<file path="config.mk">
export PLATFORM = sky130hd
export DESIGN_NAME = store_queue
export DESIGN_NICKNAME = d
export VERILOG_FILES = /design/src/rtl/store_queue.sv
export SDC_FILE = /design/constraint.sdc
export NUM_CORES = 1
export LEC_CHECK = 0
export BUFFER_PORTS_ARGS = -buffer_cell sky130_fd_sc_hd__buf_2
export CAP_MARGIN = 20
export CORE_MARGIN = 2
export CORE_UTILIZATION = 55
export CTS_CLUSTER_SIZE = 8
export DETAILED_ROUTE_END_ITERATION = 7
export PLACE_DENSITY = 0.77
export SETUP_SLACK_MARGIN = 0.02
export SLEW_MARGIN = 20
export SYNTH_ARGS = -nofsm -noshare
export SYNTH_HDL_FRONTEND = slang
export SYNTH_SLANG_ARGS = --single-unit
export TNS_END_PERCENT = 10
</file>
<file path="constraint.sdc">
create_clock -name clk -period 4.4 [get_ports clk]
set_input_delay 0.44 -clock clk [delete_from_list [all_inputs] [get_ports clk]]
set_output_delay 0.44 -clock clk [all_outputs]
set_load 0.02 [all_outputs]
</file>
<file path="src/rtl/store_queue.sv">
// rtl/store_queue.sv - in-order committed-store FIFO feeding the D-cache write port
//
// Purpose: holds committed stores until the D-cache accepts them, retires them
// strictly in order, flags loads that must stall behind pending stores and
// reports fence drain status and write bus errors.
//
// Ports:
//   clk, reset, phi2                  clock, async active-high reset, clock enable
//   enq, enqpa, enqdata, enqsz,
//   enqcache, full                    store commit side
//   ldpa, ldsz, ldreq, ldcache,
//   conflict                          load hazard check
//   fence, fencebusy                  drain request / status
//   dcwrite, dcpa, dcwdata, dcsz,
//   dccache, dcbusy, dcdbe, wberr     D-cache write side
//   count                             number of valid entries
module store_queue #(
  parameter int DEPTH = 4,
  parameter int PAW   = 32,
  parameter int DW    = 64
) (
  input  logic                     clk,
  input  logic                     reset,
  input  logic                     phi2,
  input  logic                     enq,
  input  logic [PAW-1:0]           enqpa,
  input  logic [DW-1:0]            enqdata,
  input  logic [2:0]               enqsz,
  input  logic                     enqcache,
  output logic                     full,
  input  logic [PAW-1:0]           ldpa,
  input  logic [2:0]               ldsz,
  input  logic                     ldreq,
  input  logic                     ldcache,
  output logic                     conflict,
  input  logic                     fence,
  output logic                     fencebusy,
  output logic                     dcwrite,
  output logic [PAW-1:0]           dcpa,
  output logic [DW-1:0]            dcwdata,
  output logic [2:0]               dcsz,
  output logic                     dccache,
  input  logic                     dcbusy,
  input  logic                     dcdbe,
  output logic                     wberr,
  output logic [$clog2(DEPTH):0]   count
);

  localparam int AW = $clog2(DEPTH);
  localparam logic [AW:0] DEPTH_C = DEPTH[AW:0];

  // Entry payload: no reset needed, qualified by r_valid.
  logic [PAW-1:0] r_pa    [DEPTH];
  logic [DW-1:0]  r_data  [DEPTH];
  logic [2:0]     r_sz    [DEPTH];
  logic           r_cache [DEPTH];

  logic [DEPTH-1:0] r_valid;
  logic [AW-1:0]    r_head;
  logic [AW-1:0]    r_tail;
  logic [AW:0]      r_count;
  logic             r_wberr;

  logic w_full;
  logic w_enq;
  logic w_retire;
  logic w_conflict;

  // Byte lanes [a0, a0+asz] and [b0, b0+bsz] intersect; ends are 4 bits so a
  // range running past lane 7 never wraps back onto low lanes.
  function automatic logic f_overlap(input logic [2:0] a0, input logic [2:0] asz,
                                     input logic [2:0] b0, input logic [2:0] bsz);
    logic [3:0] a_end;
    logic [3:0] b_end;
    a_end = {1'b0, a0} + {1'b0, asz};
    b_end = {1'b0, b0} + {1'b0, bsz};
    return ({1'b0, a0} <= b_end) && ({1'b0, b0} <= a_end);
  endfunction

  // full comes from registered count only, so a retire in the same cycle
  // does not open a slot for the enqueue.
  assign w_full   = (r_count == DEPTH_C);
  assign w_enq    = enq & ~w_full;
  assign w_retire = r_valid[r_head] & ~dcbusy;

  assign full      = w_full;
  assign count     = r_count;
  assign wberr     = r_wberr;
  assign dcwrite   = r_valid[r_head];
  assign dcpa      = r_pa[r_head];
  assign dcwdata   = r_data[r_head];
  assign dcsz      = r_sz[r_head];
  assign dccache   = r_cache[r_head];
  assign fencebusy = fence & ((r_count != '0) | enq);
  assign conflict  = w_conflict;

  always_comb begin
    w_conflict = 1'b0;
    if (ldreq) begin
      // Uncached loads must wait for every older store to drain.
      if (!ldcache && ((r_count != '0) || enq)) begin
        w_conflict = 1'b1;
      end
      for (int i = 0; i < DEPTH; i++) begin
        if (r_valid[i] && (r_pa[i][PAW-1:3] == ldpa[PAW-1:3]) &&
            f_overlap(r_pa[i][2:0], r_sz[i], ldpa[2:0], ldsz)) begin
          w_conflict = 1'b1;
        end
      end
      if (w_enq && (enqpa[PAW-1:3] == ldpa[PAW-1:3]) &&
          f_overlap(enqpa[2:0], enqsz, ldpa[2:0], ldsz)) begin
        w_conflict = 1'b1;
      end
    end
  end

  always_ff @(posedge clk or posedge reset) begin
    if (reset) begin
      r_valid <= '0;
      r_head  <= '0;
      r_tail  <= '0;
      r_count <= '0;
      r_wberr <= 1'b0;
    end else if (phi2) begin
      // Enqueue and retire never hit the same slot: retire needs a valid head,
      // enqueue needs a non-full queue, so head==tail implies an empty queue.
      if (w_enq) begin
        r_valid[r_tail] <= 1'b1;
        r_tail          <= r_tail + 1'b1;
      end
      if (w_retire) begin
        r_valid[r_head] <= 1'b0;
        r_head          <= r_head + 1'b1;
      end
      case ({w_enq, w_retire})
        2'b10:   r_count <= r_count + 1'b1;
        2'b01:   r_count <= r_count - 1'b1;
        default: r_count <= r_count;
      endcase
      r_wberr <= w_retire & dcdbe;
    end
  end

  always_ff @(posedge clk) begin
    if (phi2 && w_enq) begin
      r_pa[r_tail]    <= enqpa;
      r_data[r_tail]  <= enqdata;
      r_sz[r_tail]    <= enqsz;
      r_cache[r_tail] <= enqcache;
    end
  end

endmodule

</file>
==> results of run 1 <==
==> critical path, stage by stage (launching register included) <==
cell,delay (ns)
edfxtp_1,0.41
ha_1,0.25
fa_1,0.50
inv_1,0.04
ha_1,0.28
nor2b_1,0.13
o21ai_0,0.17
a21oi_1,0.12
nor4_1,0.49
a2111oi_1,0.17
a21boi_1,0.20
buf_2,0.19
==> final timing paths <==
path / endpoint / slack, ns / cells past startpoint
setup / recovery: conflict / 0.45 / 11
hold / removal: r_data[0][56] / 0.09 / 1
setup reg to reg: count[2] / 1.65 / 8
hold reg to reg: count[2] / 0.51 / 1
max in group asynchronous: r_head[1] / 3.58 / 3
min in group asynchronous: r_valid[2] / 0.44 / 3
==> state kept, by name, summed over array words and instances (netlist names) <==
| name | count |
|---|---|
| r_pa | 128 |
| r_tail | 2 |
| r_valid | 4 |
| count | 3 |
| r_data | 256 |
| r_sz | 12 |
| wberr | 1 |
| r_head | 2 |
| r_cache | 4 |
==> cell families (layout without fill, tap and decap cells) <==
kind of cell / after synthesis / in the layout / share of synthesized area
flops: 412 / 412 / 0.678
xor+xnor: 156 / 156 / 0.0798
mux: 101 / 101 / 0.125
buf+inv: 85 / 369 / 0.0263
simple gates: 82 / 82 / 0.0268
fa+ha+maj: 64 / 64 / 0.0463
compound gates: 46 / 46 / 0.0169
other cells: 0 / 6 / 0
==> routing by layer <==
metal / wire length [µm] / part of all wire / global-route usage / vias up
li1: - / - / - / 4279
met1: 16300 / 0.39 / 0.324 / 4921
met2: 20500 / 0.50 / 0.407 / 386
met3: 3720 / 0.090 / 0.0742 / 70
met4: 749 / 0.018 / 0.0576 / 16
met5: 108 / 0.0026 / 0 / -
==> Yosys cell counts (all sizes together) <==
cell,count
nand2b,2
nand4,20
ha,52
edfxtp,400
a31oi,6
xor2,86
a21boi,1
and2,5
mux4,101
dfrtp,12
and3,1
a221oi,1
fa,7
inv,32
a2111oi,4
nor2b,12
xnor2,70
nor2,4
o21ai,13
buf,36
a21o,2
nor4,22
or3b,1
nand2,8
a2bb2oi,9
or4,4
a21oi,10
nand3,2
clkbuf,17
maj3,5
nor3,1
==> what timing repair did <==
item | 4_1_cts | 5_1_grt
hold buffers | 1 | 0
gates resized for setup | 0 | 0
hold endpoints to repair | 12 | 0
==> stage by stage <==
stage               hold WS (ns)   util  area (µm²)
finish                    0.0876  0.655       21300
global route              0.0681  0.655       21300
CTS                       0.0644  0.655       21300
detailed placement         0.483  0.607       19700
global placement           0.470  0.607       19700
floorplan                  0.305      -       18100
==> power breakdown <==
group          total, mW  internal [mW]  switching [mW]  leakage, nW
registers           5.14           4.79           0.350         3.77
clock network       3.85           2.34            1.52        0.750
logic               3.82           1.63            2.19         3.09
==> final cells by class <==
cell class,instances,area [µm²]
sequential,412,12300
multi-input combinational,449,5370
clock buffer,71,1500
antenna,6,15.0
clock inverter,3,43.8
fill,2246,11200
timing repair buffer,263,1400
inverter,32,120
tap,442,553
==> run metrics, run 1 <==
number of max-cap violations=0; routed vias=9672; final clock skew=0.0203 ns; setup bufs post-CTS=0; Startpoint Class=flop; Tcrit/Tclk final=0.898; Synth Area per Inst=19.2 µm²; Hold WC Path Type=in2reg; Final Max Slew Viols=0; Cell Pwr Density=601 nW/µm²; total power=12.8 mW; largest area contributor in the netlist=edfxtp_1; HPWL Detailed=27.5 mm; buffers added on ports=251; Area contributors post-synth=edfxtp_1 66%, mux4_2 13%, xor2_1 4.2%; DRT Pass-1 Iters=5; GRT overflow=0; I/O pin cnt=252; remaining routing DRC violations=0; Detail Route Antenna Nets=0; Final WS setup=0.450 ns; Post-Syn Instances=946; Placement Setup Slack=0.779 ns; core area=32500 µm²; drt initial violations=808; mapped cell area=18100 µm²; Required @ worst endpoint=3.96 ns; Fin. Hold Viols=0; post-synthesis sequential area ratio=0.678; most frequent cells in the layout=400 x edfxtp_1, 251 x buf_2, 101 x mux4_2; CTS tree=yes; peak supply drop=0.000409 V; FP Rows=66; P&R area growth vs syn=17.5%; Worst slew margin=0.454; yosys warns=0; number of synthesized register bits=412; antenna violations before repair=15; Clock Latency Late Sink=0.57 ns; Critical Path AT=3.51 ns; htree depth=2; Max FO, Critical Path=2; initial core utilization=0.558; # setup viols final=0; crit end category=primary output; Overall Global Routing Usage=0.246; Reg-to-Reg Start=r_head[0]; clock root buffer=clkbuf_16; Worst Max-Slew Pin Slew=0.819 ns; # placed instances=1597; deepest clock path buffer count=3; Routed WL per cell=24.6 µm; Distinct cells, synth=38; vias in the first global route=10200; die area=34500 µm²; RSZ-0062 raised after global routing=false; final net count=1418; outcome=complete, no violations; critical path class=reg2out; WL final=41.3 mm; share of the synthesized area in the top cell type=0.662; Die X=186 µm; beginning of the worst hold path=enqdata[56]; clock sink total=412; FMAX=0.253 GHz; worst setup path startpoint=r_sz[3][0]; commonest non-fill, non-tap cell in the layout=edfxtp_1; Pleak=7.61 nW; setup tns final=0 ns; clk slew on worst S/H paths=0.05 ns; routed vias/inst=5.76; Mapped Nets=1149; Post-Layout Cell Count=1678; Die Y=186 µm; min cycle time layout=3.95 ns; GP Congestion=0.859; CTS buffer count=57; largest net degree at the start of global routing=59; layout cells sized above 1=0.360; first-pass GRT wire length=62.1 mm
No activity file was read; power rests on OpenSTA's default activity.
==> run 2: changes to the inputs <==
- PLACE_DENSITY: 0.77 -> 0.74
==> run 2 against run 1 <==
- non-clock buffer count up 1
- combinational power rose by 2%
- register-to-register slack gained 0.13 ns
- count of clock-buffer cells in the layout shrank 1
- core utilization rose by 0.073 points
- largest cell class unchanged
- via count shrank 1.4%
- final cell count barely moved
- worst setup slack improved by 0.0034 ns
- sequential power fell by 2%
- largest power group unchanged
==> run metrics, run 2 (synthesis results as in run 1) <==
die area=34500 µm²; peak supply drop=0.000515 V; clock root buffer=clkbuf_16; min cycle time layout=3.95 ns; deepest clock path buffer count=3; Regs by FF count=r_data: 256 flops, r_pa: 128 flops, r_sz: 12 flops; crit end category=primary output; Die Y=186 µm; number of flip-flops in the largest register=256; drt initial violations=626; Sw Pwr=3.98 mW; GRT overflow=0; WL final=40.3 mm; htree depth=2; power share of the combinational group=0.303; layout cells sized above 1=0.360; first-pass GRT wire length=59.7 mm; Critical Path AT=3.51 ns; vias in the first global route=9991; routed vias/inst=5.68; FP Rows=66; clk slew on worst S/H paths=0.06 ns; Required @ worst endpoint=3.96 ns; outcome=complete, no violations; HPWL Detailed=27.4 mm; antenna violations before repair=15; buffers added on ports=251; # placed instances=1598; Post-Layout Cell Count=1679; setup bufs post-CTS=0; Routed WL per cell=24.0 µm; clock power share=0.301; Worst slew margin=0.456; final net count=1419; Startpoint Class=flop; Detail Route Antenna Nets=0; Worst Max-Slew Pin Slew=0.817 ns; worst setup path startpoint=r_pa[3][0]; critical path class=reg2out; Pint=8.80 mW; Die X=186 µm; P&R area growth vs syn=17.6%; Max FO, Critical Path=3; DRT Pass-1 Iters=4; GP Congestion=0.887; Reg-to-Reg Start=r_head[1]; I/O pin cnt=252; PostCTS Resize Cnt=0; final instance area=21300 µm²; Clock Latency Late Sink=0.57 ns; Reg power frac=0.396; commonest non-fill, non-tap cell in the layout=edfxtp_1; most frequent cells in the layout=400 x edfxtp_1, 251 x buf_2, 101 x mux4_2; most flop-heavy register=r_data; Cell Pwr Density=599 nW/µm²; Overall Global Routing Usage=0.239; Pleak=7.62 nW; number of max-cap violations=0; CTS buffer count=57; RSZ-0062 raised after global routing=false; Final Max Slew Viols=0; # setup viols final=0; beginning of the worst hold path=enqdata[62]; largest net degree at the start of global routing=74; remaining routing DRC violations=0; core area=32500 µm²; CTS tree=yes; FMAX=0.253 GHz; Tcrit/Tclk final=0.897; Sw Ratio=0.311; setup tns final=0 ns; routed vias=9538; clock sink total=412; total power=12.8 mW; Hold WC Path Type=in2reg; hold_buf cts=1; final clock skew=0.0193 ns; Placement Cell Area=19800 µm²; Fin. Hold Viols=0; initial core utilization=0.558
-- run 2: cell types whose count changed in the layout (fill, tap and decap cells not counted) --
cell       previous run  this run
clkbuf_1             13        12
buf_12                4         5
diode_2               6         8
inv_6                 1         0
bufinv_16             0         1
clkinv_16             1         0
clkinv_2              1         0
clkinv_8              0         1
-- run 2: path summary, 6_finish.rpt --
path	depth (start not counted)	slack (ns)	endpoint
worst max-delay path	11	0.45	conflict
worst max register to register	8	1.78	count[2]
worst min register to register	1	0.51	count[2]
worst min-delay path	1	0.08	r_data[2][62]
min in group asynchronous	3	0.44	r_head[0]
max in group asynchronous	3	3.58	r_head[1]
-- run 2: per-layer routing --
| layer | up-vias | share of wire | global-route usage |
|---|---|---|---|
| met5 | - | 0.0018 | 0 |
| met3 | 73 | 0.084 | 0.0757 |
| li1 | 4280 | - | - |
| met2 | 327 | 0.48 | 0.385 |
| met1 | 4844 | 0.40 | 0.312 |
| met4 | 14 | 0.028 | 0.0784 |
-- run 2: per-stage QoR --
stage	hold WS, ns	util	setup WS [ns]
2_1_floorplan	0.305	-	0.507
3_3_place_gp	0.470	0.608	0.826
3_5_place_dp	0.479	0.608	0.814
4_1_cts	0.0566	0.655	0.473
5_1_grt	0.0678	0.656	0.223
6_report	0.0831	0.656	0.454
-- run 2: power by group through the flow --
stage                     clock network, mW  registers (mW)  logic (mW)
after floorplan                           0            5.04        2.74
after global placement                    0            5.11        3.90
after detailed placement                  0            5.13        3.93
after CTS                              3.91            5.06        3.95
after global routing                   4.09            5.09        4.18
final                                  3.84            5.06        3.88
-- run 2: area by class of cell --
cell class | count | area (µm²)
Antenna cell | 8 | 20.0
Clock buffer | 70 | 1500
Clock inverter | 2 | 46.3
Fill cell | 2275 | 11200
Inverter | 32 | 120
Multi-Input combinational cell | 449 | 5370
Sequential cell | 412 | 12300
Tap cell | 442 | 553
Timing Repair Buffer | 264 | 1420
-- run 2: critical path, stage by stage (launching register included) --
cell and delay (ns):
edfxtp_1 0.41, ha_1 0.24, fa_1 0.50, inv_1 0.05
ha_1 0.28, nor2b_1 0.13, o21ai_0 0.14, a21oi_1 0.11
nor4_1 0.54, a221oi_1 0.20, a21boi_1 0.17, buf_2 0.19
